**src/rtl/calc_pkg.sv**
```systemverilog
// Shared operation encoding for the calculator pushbutton front-end, datapath and display mux.
package calc_pkg;

    localparam int unsigned OP_W = 2;
    localparam int unsigned LED_W = 3;

    typedef logic [OP_W-1:0] op_t;

    localparam logic [1:0] OP_OFF  = 2'd0;
    localparam logic [1:0] OP_SOMA = 2'd1;
    localparam logic [1:0] OP_SUB  = 2'd2;
    localparam logic [1:0] OP_MULT = 2'd3;

    // One-hot indicator {MULT,SUB,SOMA}; dark when no operation is selected.
    function automatic logic [LED_W-1:0] led_of(input op_t o);
        logic [LED_W-1:0] led;
        case (o)
            OP_SOMA: led = 3'b001;
            OP_SUB:  led = 3'b010;
            OP_MULT: led = 3'b100;
            default: led = 3'b000;
        endcase
        return led;
    endfunction

endpackage

```
**src/rtl/calc_debounce.sv**
```systemverilog
// One raw active-low key: 2-FF synchronizer, stability counter, and a one-cycle release event.
module calc_debounce #(
    parameter int unsigned DEBOUNCE_CYCLES = 50000,
    localparam int unsigned CW = $clog2(DEBOUNCE_CYCLES + 1)
) (
    input  logic clock,
    input  logic reset_n,
    input  logic raw_n,
    output logic released_pulse
);

    logic          sync1;
    logic          sync2;
    logic          level;
    logic [CW-1:0] cnt;
    logic [CW-1:0] cnt_inc;

    assign cnt_inc = cnt + CW'(1);

    // The level flips on the cycle the counter would reach the threshold;
    // the release event is registered alongside so it lines up with the new level.
    always_ff @(posedge clock or negedge reset_n) begin
        if (!reset_n) begin
            sync1          <= 1'b1;
            sync2          <= 1'b1;
            level          <= 1'b1;
            cnt            <= '0;
            released_pulse <= 1'b0;
        end else begin
            sync1          <= raw_n;
            sync2          <= sync1;
            released_pulse <= 1'b0;
            if (sync2 == level) begin
                cnt <= '0;
            end else if (cnt_inc == CW'(DEBOUNCE_CYCLES)) begin
                level          <= sync2;
                cnt            <= '0;
                released_pulse <= sync2;
            end else begin
                cnt <= cnt_inc;
            end
        end
    end

endmodule

```
**src/rtl/calc_botoes.sv**
```systemverilog
// Calculator key front-end: four debounced release events feed the operation-select FSM
// and the compute / error command pulses.
module calc_botoes
    import calc_pkg::*;
#(
    parameter int unsigned DEBOUNCE_CYCLES = 50000
) (
    input  logic             clock,
    input  logic             reset_n,
    input  logic             botao,
    input  logic             botaoSOMA,
    input  logic             botaoSUB,
    input  logic             botaoMULT,
    output logic [OP_W-1:0]  op,
    output logic             op_valid,
    output logic [LED_W-1:0] led_op,
    output logic             calcular,
    output logic             erro
);

    logic rel_ok;
    logic rel_soma;
    logic rel_sub;
    logic rel_mult;

    op_t  op_next;
    logic calc_next;
    logic erro_next;

    calc_debounce #(.DEBOUNCE_CYCLES(DEBOUNCE_CYCLES)) u_deb_ok (
        .clock(clock), .reset_n(reset_n), .raw_n(botao), .released_pulse(rel_ok)
    );
    calc_debounce #(.DEBOUNCE_CYCLES(DEBOUNCE_CYCLES)) u_deb_soma (
        .clock(clock), .reset_n(reset_n), .raw_n(botaoSOMA), .released_pulse(rel_soma)
    );
    calc_debounce #(.DEBOUNCE_CYCLES(DEBOUNCE_CYCLES)) u_deb_sub (
        .clock(clock), .reset_n(reset_n), .raw_n(botaoSUB), .released_pulse(rel_sub)
    );
    calc_debounce #(.DEBOUNCE_CYCLES(DEBOUNCE_CYCLES)) u_deb_mult (
        .clock(clock), .reset_n(reset_n), .raw_n(botaoMULT), .released_pulse(rel_mult)
    );

    // Confirm outranks op keys; among op keys SOMA > SUB > MULT, losers are dropped.
    always_comb begin
        op_next   = op;
        calc_next = 1'b0;
        erro_next = 1'b0;
        if (rel_ok) begin
            if (op != OP_OFF) begin
                calc_next = 1'b1;
            end else begin
                erro_next = 1'b1;
            end
        end else if (rel_soma) begin
            op_next = (op == OP_SOMA) ? OP_OFF : OP_SOMA;
        end else if (rel_sub) begin
            op_next = (op == OP_SUB) ? OP_OFF : OP_SUB;
        end else if (rel_mult) begin
            op_next = (op == OP_MULT) ? OP_OFF : OP_MULT;
        end
    end

    always_ff @(posedge clock or negedge reset_n) begin
        if (!reset_n) begin
            op       <= OP_OFF;
            op_valid <= 1'b0;
            led_op   <= '0;
            calcular <= 1'b0;
            erro     <= 1'b0;
        end else begin
            op       <= op_next;
            op_valid <= (op_next != OP_OFF);
            led_op   <= led_of(op_next);
            calcular <= calc_next;
            erro     <= erro_next;
        end
    end

endmodule

```
**config.mk**
```make
export PLATFORM = sky130hd
export DESIGN_NAME = calc_botoes
export DESIGN_NICKNAME = d
export VERILOG_FILES = /design/src/rtl/calc_pkg.sv /design/src/rtl/calc_debounce.sv /design/src/rtl/calc_botoes.sv
export SDC_FILE = /design/constraint.sdc
export NUM_CORES = 1
export LEC_CHECK = 0
export BUFFER_PORTS_ARGS = -buffer_cell sky130_fd_sc_hd__buf_2
export CORE_ASPECT_RATIO = 2
export CORE_UTILIZATION = 30
export CTS_CLUSTER_SIZE = 10
export DETAILED_ROUTE_END_ITERATION = 7
export PLACE_DENSITY = 0.5
export SLEW_MARGIN = 0
export SYNTH_ARGS = -nofsm -noshare
export SYNTH_HDL_FRONTEND = slang
export SYNTH_HIERARCHICAL = 1
export SYNTH_SLANG_ARGS = --single-unit
```
**constraint.sdc**
```tcl
create_clock -name clock -period 2.1 [get_ports clock]
set_input_delay 0 -clock clock [delete_from_list [all_inputs] [get_ports clock]]
set_output_delay 0 -clock clock [all_outputs]
set_load 0.1 [all_outputs]
```
==> flow_summary.ini <==
[min_path]
hold_path.class = in2async

[cts]
htree_levels = 3
clkLatencyLatePin_ns = 0.35
cts_root_buf = clkbuf_16
cts.clk_slew.worst_paths_ns = 0.07
cts_tree = yes
cts.path.max_buffers = 2
clkSinkCount = 88
numCtsBuffers = 9
postCtsSetupRepairBufs = 0

[route]
ant_nets = 0
viasPerCell = 5.00
wl_mm = 10.0
drc_errors = 0
routedWlPerCell_um = 14.6
firstDrtPassIters = 4
num_vias = 3432
drt-initial-drc-count = 101

[yosys]
synth_flop_cell = dfrtp_1
synthTopCellsByCount = 76 x dfrtp_1, 32 x xor2_1, 29 x nor2_1
yosys_warnings = 6
synth.avg_cell_area_um2 = 11.1
ys_seq_elements = 88
synthArstFlopShare_pct = 100
synth_edf_count = 0
yosysMostFrequentCell = dfrtp_1
synth_top_area_share_pct = 37.9
synthTopCellsByArea = dfrtp_1 38%, dfstp_2 6.3%, xor2_1 5.6%, nor3_2 4.8%, buf_6 3.6%
ys_types = 50
synth_nets = 463
postSynthCellCount = 453
yosysTopAreaCell = dfrtp_1
yosysSeqAreaShare_pct = 44.2
syn_area_um2 = 5010

[sta]
slew_violations = 0
worst_slack_ns = 0.0966
period_share_pct = 95.4
tns_ns = 0
fin_crit_ns = 2.00
finalHoldViolCount = 0
timing.slew.headroom_pct = 63.3
fmax_mhz = 499
tightest_slew_ns = 0.547
rsz0062_at_grt = false
whs_ns = 0.156
fin_skew_ns = 0.00616
setup_violations = 0

[grt]
gr-total-overflow = 0
grt_max_degree = 38
grt_usage_pct = 13.1
antenna_found_initial = 0
grt_pass1_wl_mm = 17.5
grt_pass1_vias = 3677

[placement]
place_ws_ns = 0.0118
gp_congestion = 0.840
dp_hpwl_mm = 7.47
port_buffers = 13
placed_area_um2 = 5280
dpl.cell_count = 665

[power_and_ir_drop]
vdd_ir_drop_max_v = 0.000409
intPower_mw = 2.82
swShare_pct = 21.9
leakage_nw = 2.21
clkPwrFrac_pct = 47.9
comb_power_share_pct = 3.5
switchingPower_uw = 790
power.density_nw_per_um2 = 631
seqPwrFrac_pct = 48.6
finalPower_mw = 3.61

[status]
status = completed

[final_layout]
antenna_cells = 0
drive_gt1_share_pct = 27.8
final_core_util_pct = 35.1
num-fill-cells = 1650
nNetsFinal = 487
stdcell_count = 686
area_growth_pct = 14.0
final_area_um2 = 5720

[floorplan]
die_w_um = 93.4
placementRows = 66
core_area_um2 = 16300
dieHeight_um = 185
initial_core_util_pct = 30.8
pin_count = 14
die_area_um2 = 17300

[critical_path]
path_class = reg2reg
endpoint_kind = flip-flop
cp_max_fo = 9
cpLargestDelayFamily = compound AO/OA/AOI/OAI gates
worst_path_max_delay_cell = dfrtp_2
path_cells = and4_1 -> and3_1 -> a31o_2 -> a211oi_4 -> mux2_4
cpPeakStageDelay_ns = 0.47
cp-start-kind = flip-flop
critPathRequiredTime_ns = 2.37
crit_arrival_ns = 2.28
path_buf_inv = 0

[job]
maxCapViolCount = 0
## path summary, 6_finish.rpt
path / startpoint / slack (ns) / depth (start not counted) / to
worst max-delay path: u_deb_mult/cnt[7] / 0.1 / 5 / u_deb_mult/level
worst min-delay path: reset_n / 0.16 / 2 / u_deb_soma/cnt[3]
worst max register to register: u_deb_mult/cnt[7] / 0.1 / 5 / u_deb_mult/level
worst min register to register: u_deb_ok/sync1 / 0.36 / 0 / u_deb_ok/sync2
max in group asynchronous: reset_n / 1.28 / 3 / u_deb_soma/cnt[9]
min in group clock: botaoSOMA / 0.29 / 2 / u_deb_soma/sync1
## routing by layer
| metal | wire, um | GRT usage, % | vias up |
|---|---|---|---|
| met5 | 0 | 0 | - |
| met4 | 371 | 8.06 | 0 |
| met3 | 216 | 2.38 | 24 |
| met2 | 5660 | 24.4 | 46 |
| met1 | 3770 | 13.2 | 1684 |
| li1 | - | - | 1678 |
## repair_timing
item,4_1_cts,5_1_grt
hold endpoints to repair,39,0
pin swaps,0,3
hold buffers,5,0
setup endpoints to repair,1,47
resized for setup,1,14
## placed cells by master, fill, tap and decap left out, drive strengths merged, types with 5 or more instances in the layout
cell type,Yosys,routed
nor2,29,29
nand4,24,24
nor3,45,45
buf,17,33
clkbuf,8,9
o21ai,8,8
xor2,32,32
and2,16,16
dfstp,12,12
nand3,26,26
dlygate4sd3,0,5
and4,12,12
dfrtp,76,76
and3,8,8
inv,7,7
mux2,6,6
nand2b,10,10
nand2,27,27
xnor2,20,20
or4,5,5
## area by class of cell
class	count	area, um2	area share (%)
multi-input combinational	333	2600	45.5
sequential	88	2220	38.8
timing repair buffer	38	295	5.17
tap	204	255	4.47
clock buffer	9	225	3.94
clock inverter	7	96.3	1.69
inverter	7	26.3	0.460
## cell families (layout without fill, tap and decap cells)
| family | count (synthesis) | after routing | share of synthesized area (%) |
|---|---|---|---|
| simple gates | 221 | 221 | 30.3 |
| flops | 88 | 88 | 44.2 |
| xor+xnor | 52 | 52 | 9.09 |
| compound gates | 49 | 49 | 8.61 |
| buf+inv | 32 | 61 | 4.92 |
| mux | 7 | 7 | 1.85 |
| fa+ha+maj | 4 | 4 | 0.999 |
## power groups by stage
stage | sequential (mW) | clock (mW) | combinational [mW]
finish | 1.75 | 1.73 | 0.124
global route | 1.76 | 1.86 | 0.143
CTS | 1.75 | 1.79 | 0.129
detailed placement | 1.78 | 0 | 0.122
global placement | 1.78 | 0 | 0.120
floorplan | 1.78 | 0 | 0.0544
## registers in the layout (all words and copies together) (netlist names), 2 cells and up
name / count
led_op: 3
op: 2
u_deb_mult/cnt: 16
u_deb_ok/cnt: 16
u_deb_soma/cnt: 16
u_deb_sub/cnt: 16
Power figures use the tool's default switching activity.
